File: config.mk
export PLATFORM = sky130hd
export DESIGN_NAME = bus_select_encoder
export DESIGN_NICKNAME = d
export VERILOG_FILES = /design/src/rtl/bus_select_encoder.sv
export SDC_FILE = /design/constraint.sdc
export NUM_CORES = 1
export LEC_CHECK = 0
export CAP_MARGIN = 25
export CORE_MARGIN = 4
export CORE_UTILIZATION = 39
export CTS_CLUSTER_DIAMETER = 150
export DETAILED_ROUTE_END_ITERATION = 10
export PLACE_DENSITY = 0.79
export SETUP_SLACK_MARGIN = 0.2
export SYNTH_ARGS = -nofsm -noshare
export SYNTH_HDL_FRONTEND = slang
export SYNTH_SLANG_ARGS = --single-unit
File: constraint.sdc
create_clock -name clock -period 2.2 [get_ports clock]
set_clock_uncertainty 0.1 [all_clocks]
set_input_delay 0.22 -clock clock [delete_from_list [all_inputs] [get_ports clock]]
set_output_delay 0.22 -clock clock [all_outputs]
set_load 0.01 [all_outputs]
File: src/rtl/bus_select_encoder.sv
// One-hot bus-source strobe to registered 5-bit mux select, with conflict detection.
// Optional saturating conflict counter enabled by defining BUS_SELECT_ENCODER_CONFLICT_CNT_EN.
module bus_select_encoder (
    input  logic        clock,
    input  logic        clear,
    input  logic [24:0] out_req,
    input  logic        err_clr,
    output logic [4:0]  S,
    output logic        valid,
    output logic        conflict,
    output logic        conflict_sticky,
    output logic [7:0]  conflict_count
);

    localparam logic [0:0] IDLE  = 1'b0;
    localparam logic [0:0] DRIVE = 1'b1;

    logic [0:0] state_q, state_d;
    logic [4:0] s_q, s_d;
    logic       conflict_q, conflict_d;
    logic       sticky_q, sticky_d;
    logic       req_any;
    logic       req_multi;
    logic [4:0] enc;

    // Scanning downward lets the lowest set bit overwrite, giving bit 0 top priority.
    always_comb begin
        enc       = 5'd0;
        req_any   = |out_req;
        req_multi = |(out_req & (out_req - 25'd1));
        for (int i = 24; i >= 0; i--) begin
            if (out_req[i]) begin
                enc = 5'(i);
            end
        end

        state_d    = req_any ? DRIVE : IDLE;
        s_d        = req_any ? enc : s_q;
        conflict_d = req_multi;
        sticky_d   = req_multi | (sticky_q & ~err_clr);
    end

    always_ff @(posedge clock) begin
        if (clear) begin
            state_q    <= IDLE;
            s_q        <= 5'd0;
            conflict_q <= 1'b0;
            sticky_q   <= 1'b0;
        end else begin
            state_q    <= state_d;
            s_q        <= s_d;
            conflict_q <= conflict_d;
            sticky_q   <= sticky_d;
        end
    end

`ifdef BUS_SELECT_ENCODER_CONFLICT_CNT_EN
    logic [7:0] count_q, count_d;

    // A conflict on the same edge as err_clr restarts the count at one rather than zero.
    always_comb begin
        count_d = count_q;
        if (req_multi) begin
            if (err_clr) begin
                count_d = 8'd1;
            end else if (count_q != 8'hFF) begin
                count_d = count_q + 8'd1;
            end
        end else if (err_clr) begin
            count_d = 8'd0;
        end
    end

    always_ff @(posedge clock) begin
        if (clear) begin
            count_q <= 8'd0;
        end else begin
            count_q <= count_d;
        end
    end

    assign conflict_count = count_q;
`else
    assign conflict_count = 8'd0;
`endif

    assign S               = s_q;
    assign valid           = (state_q == DRIVE);
    assign conflict        = conflict_q;
    assign conflict_sticky = sticky_q;

endmodule

# [After elaboration in Yosys (flattened, before gate mapping)]
# Index checks and enable logic that the tools add are counted.
[op_classes] n_addsub=1 n_reduce_logical=2 bitwise=4 mux=26
[op_table] op="5-bit two-way mux" count=25
[op_table] op="25-bit OR reduction" count=2
[op_table] op="25-bit bitwise AND" count=1
[op_table] op="25-bit by 1-bit subtractor with 25-bit output (second input constant)" count=1
[op_table] op="1-bit bitwise AND" count=1
[op_table] op="1-bit two-way mux" count=1
[op_table] op="1-bit inverter" count=1
[op_table] op="1-bit OR" count=1
[word_totals] in_bits=28 wordCells=37 regBits=8 out_inout_bits=16

# [Depth between registers and ports, before layout]
# Gate-level depths: netlist of run 1.
[depth] ltp_word=25 mapped_depth=7 mapped_depth_nobuf=6

# [Worst setup path before layout of run 1]
# Ideal clock, no wire load.
[synth_timing] kind="in2reg" from="input out_req[5]" to="register sticky_q, in the netlist conflict_sticky" path_stages=7 path_buffers=1 setup_ns=0.134 required_time_ns=1.966 arrival_time_ns=1.753 path_slack_ns=0.213 cell_sequence="buf_6 nor4_2 nand4_2 o21ai_1 o2111ai_1 a2111oi_2 a31oi_1"
[synth_between] elab_chain_len=4
[synth_rtl] element="start, declared" line_no="6" text="input logic [24:0] out_req,"
[synth_rtl] element="25-bit by 1-bit subtractor with 25-bit output" line_no="30" text="req_multi = |(out_req & (out_req - 25'd1));"
[synth_rtl] element="25-bit bitwise AND (*)" line_no="30"
[synth_rtl] element="25-bit OR reduction (*)" line_no="30"
[synth_rtl] element="1-bit OR (*)" line_no="40" text="sticky_d = req_multi | (sticky_q & ~err_clr);"
[synth_rtl] element="end signal, assigned" line_no="53" text="sticky_q <= sticky_d;"
[synth_rtl] element="end, declared" line_no="21" text="logic sticky_q, sticky_d;"
# Every way passes the cells marked *; elsewhere a longest branch is shown, timed or not.
# A chain may end at the register's enable or synchronous reset.

# [Worst setup path in the final report of run 1]
[layout_timing] from="input out_req[3]" to="register sticky_q, in the netlist conflict_sticky"
# Same word-level chain as after synthesis.

==> results of run 1 <==
==> per-stage QoR <==
step,utilization (%),instance area (µm²),hold WS [ps],setup TNS (ps)
after global placement,74.4,1490,362,-748
after floorplan,-,868,222,0
final,84.4,1690,305,0
after CTS,79.1,1580,348,0
after detailed placement,74.4,1490,392,-1110
after global routing,84.4,1690,298,0
==> placed cells by master, fill, tap and decap left out, drive strengths merged, types with 2 or more instances in the layout <==
master	n
buf	48
nor2	17
clkdlybuf4s50	16
clkbuf	10
dfxtp	8
a21oi	8
conb	8
nor3	8
dlymetal6s2s	7
nor4	7
nand2	6
inv	6
o21ai	6
dlygate4sd2	4
nand3	3
or4	2
o31ai	2
a31oi	2
nand2b	2
o21bai	2
o32ai	2
nand4	2
a211oi	2
o41ai	2
o22ai	2
o2111ai	2
==> cells in the mapped netlist, drive strengths merged, types with 2 or more instances <==
library cell  number  share of area [%]
or4                2                1.8
dfxtp              8                 19
o22ai              2                1.5
nand3              3                1.8
o21ai              6                3.6
inv                6                2.7
o31ai              2                1.8
nand4              2                2.2
o32ai              2                2.1
a211oi             2                1.8
buf               10                8.9
nand2              6                2.7
a31oi              2                1.5
nand2b             2                1.5
nor2              17                7.6
a21oi              8                4.8
nor3               8                5.3
o21bai             2                1.8
nor4               7                6.7
o41ai              2                2.1
o2111ai            2                2.1
==> worst max path at each step <==
stage	from	end	slack (ps)	cells after the start
floorplan	out_req[5]	conflict_sticky$_SDFF_PP0_	210	7
global placement	out_req[3]	conflict_sticky$_SDFF_PP0_	-310	7
detailed placement	out_req[3]	conflict_sticky$_SDFF_PP0_	-370	7
CTS	out_req[5]	conflict_sticky$_SDFF_PP0_	210	7
global route	out_req[3]	conflict_sticky$_SDFF_PP0_	180	9
finish	out_req[3]	conflict_sticky$_SDFF_PP0_	290	9
==> cell families (layout without fill, tap and decap cells) <==
family | Yosys count | after routing | share of synthesized area (%)
AO/OA/AOI/OAI | 41 | 41 | 35.4
flip-flops | 8 | 8 | 19.0
adder cells (fa/ha/maj) | 1 | 1 | 1.19
buffers and inverters | 17 | 92 | 12.0
other | 1 | 8 | 0.445
AND/OR/NAND/NOR | 50 | 50 | 31.9
==> where the power goes <==
group          total, mW  internal, mW  switching, mW
clock              0.116        0.0626         0.0530
combinational      0.223         0.115          0.108
sequential         0.152         0.150        0.00228
total              0.491         0.328          0.163
==> layout make-up <==
cell class / count / area (µm²) / area share [%]
Sequential cell: 8 / 160 / 9.48
Multi-Input combinational cell: 100 / 739 / 43.8
Timing Repair Buffer: 83 / 711 / 42.1
Inverter: 6 / 22.5 / 1.33
Clock buffer: 3 / 22.5 / 1.33
Tap cell: 27 / 33.8 / 2.00
==> metal layers <==
layer	vias up	global-route usage (%)
li1	613	-
met1	571	26.4
met2	56	44.0
met3	6	5.45
met4	0	4.98
met5	-	0
==> registers in the layout (all words and copies together) (netlist names) <==
register,count
conflict,1
conflict_sticky,1
S,5
valid,1
==> critical path: stages <==
cell	delay [ps]
dlygate4sd2_1	260
buf_6	130
nor4_4	130
buf_4	190
buf_6	110
nand4_1	60
a221o_1	370
a2111oi_4	340
a31oi_1	130
==> timing repair <==
| item | 4_1_cts | 5_1_grt |
|---|---|---|
| setup buffers | 0 | 6 |
| pin swaps | 7 | 14 |
| setup endpoints to repair | 5 | 3 |
| resized for setup | 27 | 33 |
==> results.py, run 1 <==
metrics = {
    "outcome": {
        "status": "complete, no violations",
    },
    "yosys": {
        "seq_area_frac_synth_pct": 19.0,
        "syn_inst": 118,
        "synth-warning-count": 0,
        "avgSynthCellArea_um2": 7.14,
        "synth_flop_cell": "dfxtp_1",
        "ys_types": 44,
        "synthArstFlopShare_pct": 0,
        "ys_seq_elements": 8,
        "netlist_area_um2": 842,
        "synth_edf_count": 0,
    },
    "floorplanning": {
        "design.die.area_mm2": 0.00297,
        "dieWidth_um": 54.5,
        "die_h_um": 54.5,
        "initial_core_util_pct": 42.1,
        "core_area_mm2": 0.00200,
        "pin_count": 44,
        "fp-row-count": 16,
    },
    "placement": {
        "post-place-ws_ps": -366,
        "io_buffers": 35,
        "routabilityCongestion": 0.903,
        "dp_cells": 218,
        "hpwl_um": 2620,
    },
    "job": {
        "cap_violations": 0,
    },
    "sta": {
        "setup_viol_count_final": 0,
        "slew_violations": 0,
        "grt_setup_unrepaired": "false",
        "fin_crit_sh_pct": 86.7,
        "fin_ws_ps": 292,
        "min_period_ps": 1910,
        "max_freq_mhz": 524,
        "hold_violations": 0,
    },
    "routing": {
        "drcViolationCount": 0,
        "dr.max_layer_used": "met4",
        "dr.pass1.iters": 4,
        "wire_per_inst_um": 15.9,
        "wl_met1_um": 1430,
        "vias": 1246,
        "met3_length_um": 201,
        "drt-initial-drc-count": 49,
        "drtAntennaViolNets": 0,
        "wl_um": 3600,
        "wl_met2_um": 1910,
        "vias_per_cell": 5.49,
    },
    "grt": {
        "grt_max_degree": 10,
        "grt_pass1_vias": 1164,
        "grt.overflow.total": 0,
        "grt_pass1_wl_um": 5060,
        "antenna_found_initial": 0,
        "grt.total_usage_pct": 23.4,
    },
    "cells_and_area": {
        "num-fill-cells": 126,
        "final_cell_count_no_fill": 227,
        "syn2layout_area_growth_pct": 101,
        "nets": 230,
        "drive_gt1_share_pct": 39.5,
        "antennaDiodeCount": 0,
    },
    "setup_path": {
        "cp.required_ps": 2230,
        "worstPathArrival_ps": 1940,
        "startpoint_type": "input port",
        "ff2ff_setup_slack_ps": 1300,
        "worstRegToRegCells": 2,
        "end_kind": "flip-flop",
        "reg2reg_from": "S[3]$_SDFFE_PP0P_",
        "crit_type": "input port to flip-flop",
        "crit_path_max_fanout": 5,
        "r2r_end": "S[3]$_SDFFE_PP0P_",
    },
    "cts": {
        "numCtsBuffers": 3,
        "clock_sinks": 8,
        "cts_tree": "done",
        "clock_path_buffers": 2,
        "cts_hold_buf": 0,
        "cts-root-buf": "clkbuf_4",
        "cts.clk_slew.worst_paths_ps": 60,
        "clock_latency_ps": 250,
        "cts_max_level": 1,
    },
    "min_path": {
        "holdPathEnd": "S[1]$_SDFFE_PP0P_",
        "worstHoldPathCells": 4,
        "min_path_type": "input port to flip-flop",
        "hp-start": "out_req[0]",
    },
    "pwr": {
        "power.total_mw": 0.491,
        "p_leak_nw": 0.741,
        "ir_drop_mv": 0.426,
        "power_density_mw_per_mm2": 291,
    },
}
Power figures use the tool's default switching activity.
==> run 2, diff against run 1 <==
--- a/config.mk
+++ b/config.mk
@@ -6,7 +6,6 @@
 export NUM_CORES = 1
 export LEC_CHECK = 0
 export CAP_MARGIN = 25
-export CORE_MARGIN = 4
 export CORE_UTILIZATION = 39
 export CTS_CLUSTER_DIAMETER = 150
 export DETAILED_ROUTE_END_ITERATION = 10
==> results.py, run 2 (synthesized netlist as in run 1, its figures left out) <==
metrics = {
    "outcome": {
        "status": "complete, no violations",
    },
    "cells_and_area": {
        "drive_gt1_share_pct": 41.2,
        "final_cell_count_no_fill": 226,
        "final_common_cell": "buf_4",
        "regArea_um2": 160,
        "antennaDiodeCount": 0,
        "num-fill-cells": 115,
        "syn2layout_area_growth_pct": 99.0,
        "nets": 229,
        "largest_reg_flops": 5,
        "multi_input_area_um2": 737,
        "mostFrequentLayoutCells": "buf_4 (43), nor2_1 (17), clkdlybuf4s50_1 (17)",
    },
    "grt": {
        "grt_max_degree": 10,
        "grt.total_usage_pct": 29.2,
        "grt_pass1_vias": 1215,
        "grt_pass1_wl_um": 5460,
        "antenna_found_initial": 0,
        "grt.overflow.total": 0,
    },
    "cts": {
        "cts_tree": "done",
        "cts_hold_buf": 0,
        "clock_sinks": 8,
        "clock_latency_ps": 270,
        "cts.clk_slew.worst_paths_ps": 70,
        "numCtsBuffers": 3,
        "cts_max_level": 1,
        "clock_path_buffers": 2,
        "cts-root-buf": "clkbuf_4",
    },
    "routing": {
        "drt-initial-drc-count": 87,
        "vias_per_cell": 6.32,
        "wire_per_inst_um": 19.4,
        "wl_um": 4390,
        "wl_met1_um": 1580,
        "drtAntennaViolNets": 0,
        "met3_length_um": 432,
        "wl_met2_um": 2050,
        "dr.pass1.iters": 5,
        "dr.max_layer_used": "met4",
        "vias": 1429,
        "drcViolationCount": 0,
    },
    "floorplanning": {
        "core_area_mm2": 0.00200,
        "initial_core_util_pct": 42.1,
        "dieWidth_um": 48.5,
        "design.die.area_mm2": 0.00235,
        "pin_count": 44,
        "die_h_um": 48.5,
        "fp-row-count": 16,
    },
    "setup_path": {
        "end_kind": "flip-flop",
        "startpoint_type": "input port",
        "crit_type": "input port to flip-flop",
        "crit_path_max_fanout": 4,
        "cp.required_ps": 2230,
        "worstPathArrival_ps": 2020,
        "ff2ff_setup_slack_ps": 1320,
    },
    "sta": {
        "slew_violations": 0,
        "fin_crit_sh_pct": 90.3,
        "fin_worst_hold_slack_ps": 217,
        "setup_viol_count_final": 0,
        "min_period_ps": 1990,
        "slew_headroom_pct": 62.6,
        "worst_slew_pin_slew_ps": 555,
        "max_freq_mhz": 504,
        "tns_ps": 0,
        "hold_violations": 0,
        "grt_setup_unrepaired": "true",
    },
    "placement": {
        "hpwl_um": 2370,
        "routabilityCongestion": 1.02,
        "dp_cells": 216,
        "io_buffers": 35,
    },
    "pwr": {
        "ir_drop_mv": 0.350,
        "p_leak_nw": 0.721,
        "power_density_mw_per_mm2": 301,
    },
    "min_path": {
        "min_path_type": "input port to flip-flop",
    },
    "job": {
        "cap_violations": 0,
    },
}
-- run 2: critical path, stage by stage --
cell and delay [ps]:
buf_8 100, or4_4 550, o32ai_2 270, a32o_2 240, o2111ai_4 130, a2111oi_4 370
a31oi_1 130
-- run 2: timing repair --
item,CTS,global route
buffers inserted,2,5
setup endpoints to repair,4,4
resized for setup,23,49
pin swaps,10,17
-- run 2: final timing paths --
kind,start,to,cells after the start
setup reg to reg,S[3]$_SDFFE_PP0P_,S[3]$_SDFFE_PP0P_,2
hold reg to reg,S[0]$_SDFFE_PP0P_,S[0]$_SDFFE_PP0P_,2
setup / recovery,out_req[10],conflict_sticky$_SDFF_PP0_,7
hold / removal,out_req[1],S[1]$_SDFFE_PP0P_,3
-- run 2: stage by stage --
stage,instance area (µm²),total power [mW],worst slack (ps),util [%]
floorplan,868,0.225,213,-
global placement,1470,0.342,-310,73.6
detailed placement,1470,0.346,-387,73.6
CTS,1560,0.462,215,77.9
global route,1680,0.518,113,83.7
finish,1680,0.505,214,83.7
-- run 2: routing by layer --
| metal | up-vias | global-route usage, % |
|---|---|---|
| li1 | 609 | - |
| met1 | 646 | 33.0 |
| met2 | 134 | 52.8 |
| met3 | 40 | 6.92 |
| met4 | 0 | 10.8 |
| met5 | - | 0 |
-- run 2: cell type report --
| type | instances | area share (%) |
|---|---|---|
| multi-input combinational | 100 | 44.0 |
| timing repair buffer | 82 | 41.7 |
| sequential | 8 | 9.56 |
| tap | 27 | 2.02 |
| clock buffer | 3 | 1.34 |
| inverter | 6 | 1.34 |
-- run 2: report_power, final --
group          switching, mW  leakage [nW]  internal (mW)
Sequential           0.00296        0.0660          0.150
Clock                 0.0622        0.0138         0.0630
Combinational          0.115         0.641          0.111
==> run 3, diff against run 2 <==
--- a/config.mk
+++ b/config.mk
@@ -6,10 +6,10 @@
 export NUM_CORES = 1
 export LEC_CHECK = 0
 export CAP_MARGIN = 25
-export CORE_UTILIZATION = 39
+export CORE_UTILIZATION = 35
 export CTS_CLUSTER_DIAMETER = 150
 export DETAILED_ROUTE_END_ITERATION = 10
-export PLACE_DENSITY = 0.79
+export PLACE_DENSITY = 0.72
 export SETUP_SLACK_MARGIN = 0.2
 export SYNTH_ARGS = -nofsm -noshare
 export SYNTH_HDL_FRONTEND = slang
==> constraint.sdc (replaced) <==
create_clock -name clock -period 1.8 [get_ports clock]
set_clock_uncertainty 0.1 [all_clocks]
set_input_delay 0.18 -clock clock [delete_from_list [all_inputs] [get_ports clock]]
set_output_delay 0.18 -clock clock [all_outputs]
set_load 0.01 [all_outputs]
==> results.py, run 3 (synthesized netlist as in run 1, its figures left out) <==
metrics = {
    "outcome": {
        "status": "finished, violations left",
        "violations": "setup timing",
    },
    "cts": {
        "cts_tree": "done",
        "clock_latency_ps": 260,
        "cts_max_level": 1,
        "cts.clk_slew.worst_paths_ps": 60,
        "clock_sinks": 8,
        "clock_path_buffers": 2,
        "cts-root-buf": "clkbuf_4",
        "numCtsBuffers": 3,
        "cts_hold_buf": 0,
    },
    "floorplanning": {
        "core_area_mm2": 0.00223,
        "initial_core_util_pct": 37.7,
        "pin_count": 44,
        "design.die.area_mm2": 0.00261,
        "dieWidth_um": 51.1,
        "fp-row-count": 17,
        "die_h_um": 51.1,
    },
    "pwr": {
        "seq_power_share_pct": 29.4,
        "p_switching_mw": 0.223,
        "p_leak_nw": 0.754,
        "switching_share_pct": 35.1,
        "ir_drop_mv": 0.295,
        "power_density_mw_per_mm2": 347,
        "clkPwrFrac_pct": 23.3,
        "power_frac_comb_pct": 47.4,
        "internal_power_mw": 0.413,
    },
    "sta": {
        "fin_crit_sh_pct": 103,
        "tns_ps": -75.7,
        "hold_violations": 0,
        "setup_viol_count_final": 2,
        "grt_setup_unrepaired": "true",
        "slew_violations": 0,
        "fin_worst_hold_slack_ps": 149,
        "min_period_ps": 1850,
        "max_freq_mhz": 541,
        "fin_ws_ps": -48.3,
    },
    "routing": {
        "drt-initial-drc-count": 69,
        "vias_per_cell": 5.87,
        "drcViolationCount": 0,
        "vias": 1367,
        "wire_per_inst_um": 16.8,
        "wl_um": 3910,
        "dr.pass1.iters": 4,
        "drtAntennaViolNets": 0,
    },
    "grt": {
        "antenna_found_initial": 0,
        "grt_use_met2_pct": 55.0,
        "gr-usage-met1_pct": 33.7,
        "grt_pass1_vias": 1369,
        "use_met3_pct": 5.06,
        "grt_pass1_wl_um": 5970,
        "grt.overflow.total": 0,
        "busiest_layer": "met2",
        "grt.total_usage_pct": 30.5,
        "grt_max_degree": 10,
    },
    "cells_and_area": {
        "final_cell_count_no_fill": 233,
        "nets": 235,
        "final_common_cell": "buf_4",
        "syn2layout_area_growth_pct": 117,
        "largest_reg_flops": 5,
        "antennaDiodeCount": 0,
        "mostFrequentLayoutCells": "buf_4 (46), nor2_1 (16), clkdlybuf4s50_1 (11), buf_6 (11)",
        "num-fill-cells": 136,
        "stdcell_area_mm2": 0.00183,
        "drive_gt1_share_pct": 47.8,
    },
    "setup_path": {
        "worstPathArrival_ps": 1890,
        "cp.required_ps": 1840,
        "crit_type": "input port to flip-flop",
        "startpoint": "out_req[3]",
        "end_kind": "flip-flop",
        "startpoint_type": "input port",
        "reg2reg_from": "S[0]$_SDFFE_PP0P_",
        "crit_path_max_fanout": 3,
    },
    "min_path": {
        "min_path_type": "input port to flip-flop",
        "hp-start": "out_req[0]",
    },
    "placement": {
        "dp_cells": 221,
        "dpl-instance-area_mm2": 0.00155,
        "io_buffers": 35,
        "hpwl_um": 2450,
        "routabilityCongestion": 0.925,
    },
    "job": {
        "cap_violations": 0,
    },
}
[run 3: cell types whose count changed in the layout (fill, tap and decap cells not counted), sizes merged]
cell and change:
buf +15, dlygate4sd2 +8, clkbuf -6, clkdlybuf4s50 -6, dlymetal6s2s -6, clkdlybuf4s15 +1
[run 3: worst paths after layout]
path / to / slack, ps / cells past startpoint
max: conflict_sticky$_SDFF_PP0_ / -50 / 9
min: S[1]$_SDFFE_PP0P_ / 150 / 3
max reg2reg: S[0]$_SDFFE_PP0P_ / 970 / 2
min reg2reg: S[0]$_SDFFE_PP0P_ / 390 / 2
[run 3: stage by stage]
stage | util [%] | worst slack [ps] | power [mW]
after global placement | 69.5 | -607 | 0.441
after CTS | 77.6 | -84.9 | 0.593
after floorplan | - | -20.1 | 0.278
after detailed placement | 69.5 | -638 | 0.446
final | 82.0 | -48.3 | 0.636
after global routing | 82.0 | -86.1 | 0.668
[run 3: per-layer routing]
metal / share of wire [%] / routed length, µm
met4: 3.3 / 129
met5: 0 / 0
met2: 53 / 2060
met3: 5.6 / 220
met1: 38 / 1490
[run 3: worst max-delay path, cell delays in order]
cell and delay, ps:
buf_8 100, buf_6 110, nor4_4 320, buf_4 190, buf_6 90, nand4_1 80
a221o_1 340, a2111oi_4 320, a31oi_1 140
[run 3: cell type report]
cell class	count	area (µm²)	share of cell area (%)
Multi-Input combinational cell	100	836	45.7
Timing Repair Buffer	88	754	41.2
Sequential cell	8	160	8.75
Tap cell	28	35.0	1.91
Clock buffer	3	22.5	1.23
Inverter	6	22.5	1.23
[run 3: power groups by stage]
stage	clock (mW)	sequential (mW)	combinational, mW
floorplan	0	0.193	0.0855
global placement	0	0.190	0.251
detailed placement	0	0.190	0.257
CTS	0.138	0.186	0.269
global route	0.161	0.187	0.320
finish	0.148	0.187	0.301
[run 3: repair_timing]
item	in CTS	in global routing
endpoints found under the hold margin	0	0
resized for setup	93	22
setup endpoints to repair	8	7
setup buffers	6	3
pin swaps	26	11
